### config.mk
export PLATFORM = sky130hd
export DESIGN_NAME = spwm_burst_sequencer
export DESIGN_NICKNAME = d
export VERILOG_FILES = /design/src/rtl/spwm_pkg.sv /design/src/rtl/spwm_step_div.sv /design/src/rtl/spwm_burst_sequencer.sv
export SDC_FILE = /design/constraint.sdc
export NUM_CORES = 1
export LEC_CHECK = 0
export BUFFER_PORTS_ARGS = -buffer_cell sky130_fd_sc_hd__buf_4
export CAP_MARGIN = 20
export CORE_ASPECT_RATIO = 0.9
export CORE_MARGIN = 4
export CORE_UTILIZATION = 64
export CTS_CLUSTER_DIAMETER = 200
export DETAILED_ROUTE_END_ITERATION = 12
export GPL_TIMING_DRIVEN = 0
export MAX_ROUTING_LAYER = met4
export PLACE_DENSITY_LB_ADDON = 0.25
export REMOVE_ABC_BUFFERS = 1
export SKIP_CTS_REPAIR_TIMING = 1
export SYNTH_ARGS = -nofsm -noshare
export SYNTH_HDL_FRONTEND = slang
export SYNTH_SLANG_ARGS = --single-unit
### constraint.sdc
create_clock -name clk -period 6.9 [get_ports clk]
set_clock_uncertainty 0.05 [all_clocks]
set_input_delay 0 -clock clk [delete_from_list [all_inputs] [get_ports clk]]
set_output_delay 0 -clock clk [all_outputs]
set_load 0.05 [all_outputs]
### src/rtl/spwm_pkg.sv
// spwm_pkg: shared types, default geometry and helpers for the sine-PWM burst sequencer.
package spwm_pkg;

  typedef enum logic [1:0] {
    IDLE = 2'd0,
    RUN  = 2'd1,
    REST = 2'd2
  } state_e;

  localparam int unsigned THETA_W_DEF    = 10;
  localparam int unsigned THETA_LAST_DEF = 87;

  // Increment v, holding at the all-ones value of a w-bit counter (w <= 32).
  function automatic logic [31:0] sat_inc(input logic [31:0] v, input int unsigned w);
    logic [31:0] max_v;
    max_v = (w >= 32) ? '1 : ((32'd1 << w) - 32'd1);
    return (v == max_v) ? v : v + 32'd1;
  endfunction

endpackage

### src/rtl/spwm_step_div.sv
// spwm_step_div: loadable rate divider. Counts 0..div-1 while enabled and
// pulses tick on the last count; div==0 behaves as 1. clr forces the count to 0.
module spwm_step_div #(
  parameter int unsigned W = 16
) (
  input  logic         clk,
  input  logic         rst_n,
  input  logic         clr,
  input  logic         en,
  input  logic [W-1:0] div,
  output logic         tick
);

  logic [W-1:0] cnt_q, cnt_d;
  logic [W-1:0] last;

  // Terminal count detection and next count.
  always_comb begin
    last  = (div == '0) ? '0 : div - W'(1);
    tick  = en && !clr && (cnt_q == last);
    cnt_d = cnt_q;
    if (clr) begin
      cnt_d = '0;
    end else if (en) begin
      cnt_d = tick ? '0 : cnt_q + W'(1);
    end
  end

  // Count register.
  always_ff @(posedge clk or negedge rst_n) begin
    if (!rst_n) cnt_q <= '0;
    else        cnt_q <= cnt_d;
  end

endmodule

### src/rtl/spwm_burst_sequencer.sv
// spwm_burst_sequencer: steps the sine-table index, counts half-sine bursts and
// inserts rest gaps. Optional SPWM_POLARITY_EN toggles polarity at each burst end.
module spwm_burst_sequencer
  import spwm_pkg::*;
#(
  parameter int unsigned THETA_W    = THETA_W_DEF,
  parameter int unsigned THETA_LAST = THETA_LAST_DEF,
  parameter int unsigned DIV_W      = 16,
  parameter int unsigned REST_W     = 20,
  parameter int unsigned BURST_W    = 8
) (
  input  logic               clk,
  input  logic               rst_n,
  input  logic               start,
  input  logic               stop,
  input  logic [DIV_W-1:0]   cfg_step_div,
  input  logic [REST_W-1:0]  cfg_rest,
  input  logic [BURST_W-1:0] cfg_bursts,
  output logic [THETA_W-1:0] theta,
  output logic               pwm_en,
  output logic               polarity,
  output logic               busy,
  output logic               done,
  output logic [BURST_W-1:0] burst_cnt
);

  state_e               state_q, state_d;
  logic [THETA_W-1:0]   theta_q, theta_d;
  logic                 pwm_en_q, pwm_en_d;
  logic                 done_q, done_d;
  logic [BURST_W-1:0]   burst_cnt_q, burst_cnt_d;
  logic [DIV_W-1:0]     div_q, div_d;
  logic [REST_W-1:0]    rest_q, rest_d;
  logic [BURST_W-1:0]   bursts_q, bursts_d;
  logic [BURST_W-1:0]   burst_next;
  logic                 step_tick, rest_tick;
`ifdef SPWM_POLARITY_EN
  logic                 pol_q, pol_d;
`endif

  spwm_step_div #(.W(DIV_W)) u_step_div (
    .clk   (clk),
    .rst_n (rst_n),
    .clr   (state_q != RUN),
    .en    (state_q == RUN),
    .div   (div_q),
    .tick  (step_tick)
  );

  spwm_step_div #(.W(REST_W)) u_rest_div (
    .clk   (clk),
    .rst_n (rst_n),
    .clr   (state_q != REST),
    .en    (state_q == REST),
    .div   (rest_q),
    .tick  (rest_tick)
  );

  // Next-state and registered-output logic; stop overrides everything.
  always_comb begin
    state_d     = state_q;
    theta_d     = theta_q;
    pwm_en_d    = pwm_en_q;
    done_d      = 1'b0;
    burst_cnt_d = burst_cnt_q;
    div_d       = div_q;
    rest_d      = rest_q;
    bursts_d    = bursts_q;
    burst_next  = BURST_W'(sat_inc(32'(burst_cnt_q), BURST_W));
`ifdef SPWM_POLARITY_EN
    pol_d       = pol_q;
`endif
    if (stop) begin
      state_d  = IDLE;
      theta_d  = '0;
      pwm_en_d = 1'b0;
`ifdef SPWM_POLARITY_EN
      pol_d    = 1'b0;
`endif
    end else begin
      case (state_q)
        IDLE: begin
          if (start) begin
            state_d     = RUN;
            theta_d     = '0;
            pwm_en_d    = 1'b1;
            burst_cnt_d = '0;
            div_d       = cfg_step_div;
            rest_d      = cfg_rest;
            bursts_d    = cfg_bursts;
`ifdef SPWM_POLARITY_EN
            pol_d       = 1'b0;
`endif
          end
        end
        RUN: begin
          if (step_tick) begin
            if (theta_q == THETA_W'(THETA_LAST)) begin
              theta_d     = '0;
              burst_cnt_d = burst_next;
`ifdef SPWM_POLARITY_EN
              pol_d       = ~pol_q;
`endif
              if ((bursts_q != '0) && (burst_next == bursts_q)) begin
                state_d  = IDLE;
                pwm_en_d = 1'b0;
                done_d   = 1'b1;
              end else if (rest_q != '0) begin
                state_d  = REST;
                pwm_en_d = 1'b0;
              end
            end else begin
              theta_d = theta_q + THETA_W'(1);
            end
          end
        end
        REST: begin
          theta_d  = '0;
          pwm_en_d = 1'b0;
          if (rest_tick) begin
            state_d  = RUN;
            pwm_en_d = 1'b1;
          end
        end
        default: begin
          state_d  = IDLE;
          theta_d  = '0;
          pwm_en_d = 1'b0;
        end
      endcase
    end
  end

  // State and output registers.
  always_ff @(posedge clk or negedge rst_n) begin
    if (!rst_n) begin
      state_q     <= IDLE;
      theta_q     <= '0;
      pwm_en_q    <= 1'b0;
      done_q      <= 1'b0;
      burst_cnt_q <= '0;
      div_q       <= '0;
      rest_q      <= '0;
      bursts_q    <= '0;
    end else begin
      state_q     <= state_d;
      theta_q     <= theta_d;
      pwm_en_q    <= pwm_en_d;
      done_q      <= done_d;
      burst_cnt_q <= burst_cnt_d;
      div_q       <= div_d;
      rest_q      <= rest_d;
      bursts_q    <= bursts_d;
    end
  end

`ifdef SPWM_POLARITY_EN
  // Half-cycle polarity flop.
  always_ff @(posedge clk or negedge rst_n) begin
    if (!rst_n) pol_q <= 1'b0;
    else        pol_q <= pol_d;
  end
  assign polarity = pol_q;
`else
  assign polarity = 1'b0;
`endif

  assign theta     = theta_q;
  assign pwm_en    = pwm_en_q;
  assign done      = done_q;
  assign burst_cnt = burst_cnt_q;
  assign busy      = (state_q != IDLE);

endmodule

* Word level (Yosys, flattened, before mapping) *
Cells that the tools add are included.

cells by class
  $mul = 0
  add/sub/neg operators = 6
  equal/unequal tests = 17
  magnitude comparators = 0
  shifts and indexed selects = 0
  divide/modulo/power cells = 0
  reduce and logical (&&, ||, !) cells = 21
  bitwise operators = 1
  muxes and demuxes = 39

operators by type and width
  cell                                                                    count
  20-bit 2-to-1 mux                                                       4
  16-bit 2-to-1 mux                                                       4
  10-bit 2-to-1 mux                                                       4
  8-bit 2-to-1 mux                                                        4
  20-bit by 1-bit adder with 20-bit output, second input constant         1
  20-bit equality test                                                    1
  20-bit zero test                                                        1
  10-bit case mux with 2 select lines                                     1
  20-bit nonzero test                                                     1
  20-bit by 1-bit subtractor with 20-bit output, second input constant    1
  16-bit by 1-bit adder with 16-bit output, second input constant         1
  16-bit equality test                                                    1
  16-bit zero test                                                        1
  8-bit case mux with 2 select lines                                      1
  16-bit by 1-bit subtractor with 16-bit output, second input constant    1
  2-bit 2-to-1 mux                                                        7
  1-bit 2-to-1 mux                                                        12
  3-bit inequality test, second input constant                            4
  10-bit by 1-bit adder with 10-bit output, second input constant         1
  10-bit by 7-bit equality test with 1-bit output, second input constant  1
  5-bit AND reduction                                                     2
  8-bit by 1-bit adder with 8-bit output, second input constant           1
  8-bit equality test                                                     1
  8-bit equality test, second input constant                              1
  16 further kinds                                                        27

word-level totals
  register bits after elaboration = 102
  word-level logic and storage cells = 94
  input port bits = 48
  memories = 0
  memory bits (read-only) = 0
  output and inout port bits = 22
  latch bits = 0
  RAM bits = 0

* Depth between registers and ports, before layout *
  word-level depth = 9
  gate-level depth with buffers = 13
  gate-level depth less buffers = 11

* Hierarchy *
From an unflattened synthesis, not the netlist that was laid out.

unflattened totals
  cell total of the unflattened synthesis = 808
  area, all modules = 7262.0 um^2

modules (own cells, without submodules)
  module                       area each (um^2)  sequential area each (um^2)  cells each  times used
  spwm_burst_sequencer         3196.8            1651.6                       285         1
  spwm_step_div at u_rest_div  2373.5            500.5                        314         1
  spwm_step_div at u_step_div  1691.6            400.4                        209         1

* Worst setup path after synthesis *
Ideal clock, no wire load.

  path type = flip-flop to flip-flop
  start = reg rest_q[0]
  end = reg u_rest_div.cnt_q[11]
  arrival = 3.638 ns
  cell stages (with the launch flop) = 14
  period minus slack after synthesis = 3.810 ns
  data required time = 6.729 ns
  buffers on the path = 2
  setup slack = 3.090 ns
  library setup time = 0.121 ns
  cell sequence = dfrtp_1 inv_1 ha_1 or4b_2 or2_1 buf_2 nor3_2 a21oi_1 mux2_2 or4_1 a2111oi_1 or2_2 buf_2 nor2_1

between the ends
  cells in the longest elaborated chain, start to end = 7
  elaborated cells between the ends (all ways) = 8
  classes of those cells = 1 x add/sub; 1 x eq/ne; 4 x mux; 2 x reduce/logical

ends and longest elaborated chain
  item                                                                               line                         text
  start: declaration                                                                 spwm_burst_sequencer.sv:33   logic [REST_W-1:0] rest_q, rest_d;
  start signal: assignment                                                           spwm_burst_sequencer.sv:152  rest_q <= rest_d;
  20-bit by 1-bit subtractor with 20-bit output or 20-bit zero test (tied branches)  spwm_step_div.sv:19          last = (div == '0) ? '0 : div - W'(1);
  20-bit 2-to-1 mux (*)                                                              spwm_step_div.sv:19
  20-bit equality test (*)                                                           spwm_step_div.sv:20          tick = en && !clr && (cnt_q == last);
  1-bit logical AND (*)                                                              spwm_step_div.sv:20
  20-bit 2-to-1 mux (*)                                                              spwm_step_div.sv:25          cnt_d = tick ? '0 : cnt_q + W'(1);
  20-bit 2-to-1 mux (*)                                                              spwm_step_div.sv:24          end else if (en) begin
  20-bit 2-to-1 mux (*)                                                              spwm_step_div.sv:22          if (clr) begin
  net u_rest_div.cnt_d[11]                                                           spwm_step_div.sv:14          logic [W-1:0] cnt_q, cnt_d;
  end signal: assignment                                                             spwm_step_div.sv:32          else cnt_q <= cnt_d;
  end: declaration                                                                   spwm_step_div.sv:14

Mark *: on every way through the listed nets, which the timed path passes. The rest lies on a longest branch. The select of a mux whose other input is x is not followed.
A chain may end at the register's enable or synchronous reset.

* Worst setup path in the final report *
  start = reg div_q[0]
  end = reg burst_cnt_q[5] (netlist: burst_cnt[5])

between the ends
  cells in the longest elaborated chain, start to end = 6
  elaborated cells between the ends (all ways) = 7
  classes of those cells = 1 x add/sub; 2 x eq/ne; 1 x mux; 3 x reduce/logical

ends and longest elaborated chain
  item                                                                               line                         text
  start: declaration                                                                 spwm_burst_sequencer.sv:32   logic [DIV_W-1:0] div_q, div_d;
  start signal: assignment                                                           spwm_burst_sequencer.sv:151  div_q <= div_d;
  16-bit by 1-bit subtractor with 16-bit output or 16-bit zero test (tied branches)  spwm_step_div.sv:19
  16-bit 2-to-1 mux (*)                                                              spwm_step_div.sv:19
  16-bit equality test (*)                                                           spwm_step_div.sv:20
  1-bit logical AND (*)                                                              spwm_step_div.sv:20
  2-bit inequality test (no source line) (*)                                         n/a
  5-bit AND reduction (no source line) (*)                                           n/a
  end signal: assignment                                                             spwm_burst_sequencer.sv:150  burst_cnt_q <= burst_cnt_d;
  end: declaration                                                                   spwm_burst_sequencer.sv:31   logic [BURST_W-1:0] burst_cnt_q, burst_cnt_d;

Every way passes the cells marked *; elsewhere a longest branch is shown, timed or not.

==> results.md <==
- DP Worst Slack: 2370 ps
- Largest net degree at the start of global routing: 64
- Syn Inst Count: 716
- Worst vdd ir: 0.236 mV
- Initial antenna violation count: 0
- Hpwl dp: 11.7 mm
- CTS Buf Count: 9
- Diode count: 0
- Most numerous cell on the critical path: a211o_1
- Post-synth EDFFs: 0
- Prevailing post-synth register cell: dfrtp_1
- Global-route wire length before repair: 26.9 mm
- Sw Pwr: 0.649 mW
- Yosys warns: 0
- Violated checks: negative hold slack
- Final nets: 862
- Layout area overhead: 20.5%
- # rows: 34
- CP Launch Point: div_q[0]
- PwrDens: 237 nW/um^2
- Via density: 6.37
- Post-Syn Area: 6550 um^2
- Setup TNS: 0 ps
- Total clock sinks: 102
- Max Cap Viol: 0
- Final worst slack: 2260 ps
- CTS clk-pin slew, worst paths: 70 ps
- 1st-iter DRT viols: 687
- Max-slew headroom: 33.1%
- CTS tree: done
- Status: finished with violations
- All-Layer GR Usage: 28.1%
- Area of the multi-input gates: 3750 um^2
- Post-synthesis area per instance: 9.14 um^2
- Core area: 9830 um^2
- CTS Buffer Depth: 2
- Starting Density: 66.6%
- WL final: 17.0 mm
- F_max: 215 MHz
- Fill cells: 640
- CTS Root Cell: clkbuf_16
- Final Util: 80.3%
- Critical path arrival: 4830 ps
- Final Hold Fails: 1
- Worst slew pin tran: 996 ps
- Layout cells sized above 1: 18.2%
- Max-slew violation count: 0
- Via count: 5984
- WL/cell: 18.1 um
- IO Pins: 70
- Worst Setup End Kind: register
- Final Cycle Share: 67.3%
- Reg power frac: 43.2%
- H-Tree Depth: 3
- Hold Path Class: primary input to register
- Die X-Extent: 115 um
- Max FO, Critical Path: 19
- Drt first pass iters: 5
- Hold Startpoint: start
- Register area: 2550 um^2
- Grt total ovfl: 0
- PortBufs: 68
- Switching part of the total: 34.8%
- Slowest-stage cell, CP: a211o_1
- Drt drc: 0
- Worst-Skew Late Latency: 350 ps
- Yosys cell types: 75
- Total die area: 11900 um^2
- Setup violators final: 0
- Worst Setup Start Kind: register
- Chip height: 104 um
- Register area share after synthesis: 39.0%
- Combinational Power Share: 28.4%
- Clk pwr share: 28.4%
- WS Path Type: register to register
- Asr flop ratio synth: 100%
- Synth Register Bits: 102
- CP required: 7090 ps
- Post-route ant nets: 0
- Ordered cell list for the critical path: inv_1 -> ha_1 -> or3b_2 -> nor3_1 -> mux2i_1 -> xnor2_1 -> a2111o_1 -> nor4_4 -> a211o_1 -> nand3_2 -> a211o_1
- Most frequent cells in the layout: dfrtp_1, nor2_1, buf_4, nand2_1, dlygate4sd3_1
- Vias in the first global route: 5572
- Routability Congestion: 0.951
- Tmin final: 4640 ps
- CP peak stage delay: 590 ps
- Reg2reg start: div_q[0]
- Most common cell after layout, fill and taps aside: dfrtp_1
- RSZ-0062 raised after global routing: false
- Internal power: 1.22 mW
- Leak pwr: 3.24 nW
- Worst Hold Margin: -11.1 ps
[through the flow]
stage	power [mW]	hold WS (ps)	instance area (um^2)	cells
5_1_grt	1.96	4.72	7890	939
3_3_place_gp	1.27	157	7040	872
2_1_floorplan	1.15	-346	6370	678
4_1_cts	1.84	-406	7430	893
3_5_place_dp	1.31	-32.7	7120	877
6_report	1.87	-11.1	7890	939
[power groups by stage]
stage	combinational (mW)	clock, mW	sequential [mW]
2_1_floorplan	0.366	0	0.780
3_3_place_gp	0.469	0	0.805
3_5_place_dp	0.494	0	0.812
4_1_cts	0.499	0.536	0.802
5_1_grt	0.576	0.562	0.822
6_report	0.530	0.530	0.807
[logic make-up (layout without fill, tap and decap cells)]
family | count (synthesis) | in the layout | synth area share (%)
other | 1 | 1 | 0.0573
AO/OA/AOI/OAI | 128 | 128 | 13.5
AND/OR/NAND/NOR | 303 | 303 | 24.9
flip-flops | 102 | 102 | 39.0
adder cells (fa/ha/maj) | 6 | 6 | 1.15
buffers and inverters | 59 | 156 | 3.82
XOR/XNOR | 66 | 66 | 9.04
multiplexers | 51 | 51 | 8.58
[layer usage]
layer	global-route usage [%]	up-vias	wire length [um]
met5	-	-	0
met4	7.63	0	277
met3	6.05	30	1250
met2	41.2	281	8070
met1	39.5	2880	7360
li1	-	2793	-
[final cells by class]
class	instances	area share (%)
well taps	126	2.00
repair buffers	119	13.3
clock inverters	7	0.999
flip-flops and latches	102	32.4
clock buffers	9	2.86
multi-input cells	555	47.5
inverters	21	0.999
[Yosys cell counts (all sizes together) (12+ instances only)]
master / count / share of area [%]
a21oi: 22 / 1.7
and3: 19 / 1.8
buf: 12 / 1.1
clkbuf: 26 / 1.5
dfrtp: 102 / 39
inv: 21 / 1.2
mux2: 41 / 7.1
nand2: 50 / 2.9
nand3: 40 / 3.1
nor2: 72 / 4.1
nor3: 21 / 1.7
nor4: 18 / 1.9
o21ai: 30 / 2.3
or3: 13 / 1.2
or4: 13 / 1.6
xnor2: 34 / 4.5
xor2: 31 / 4.1
[final timing paths]
check / endpoint / slack, ps / depth (start not counted)
worst min register to register: pwm_en / 480 / 1
max in group asynchronous: bursts_q[7] / 5980 / 3
worst min-delay path: theta[1] / -10 / 3
min in group asynchronous: theta[2] / 120 / 2
worst max register to register: burst_cnt[5] / 2260 / 11
worst max-delay path: burst_cnt[5] / 2260 / 11
[flip-flops by register name, indices dropped and copies added (netlist names)]
signal            cells
bursts_q              8
theta                10
done                  1
pwm_en                1
state_q               2
u_rest_div.cnt_q     20
div_q                16
rest_q               20
burst_cnt             8
u_step_div.cnt_q     16
[critical path: cells and delay by family (launching register included)]
family	cells	cell delay, ps
multiplexers	1	340
buffers and inverters	1	120
flip-flops	1	470
XOR/XNOR	1	130
AO/OA/AOI/OAI	3	1300
adder cells (fa/ha/maj)	1	250
AND/OR/NAND/NOR	4	1860
(Power assumes the default switching activity.)
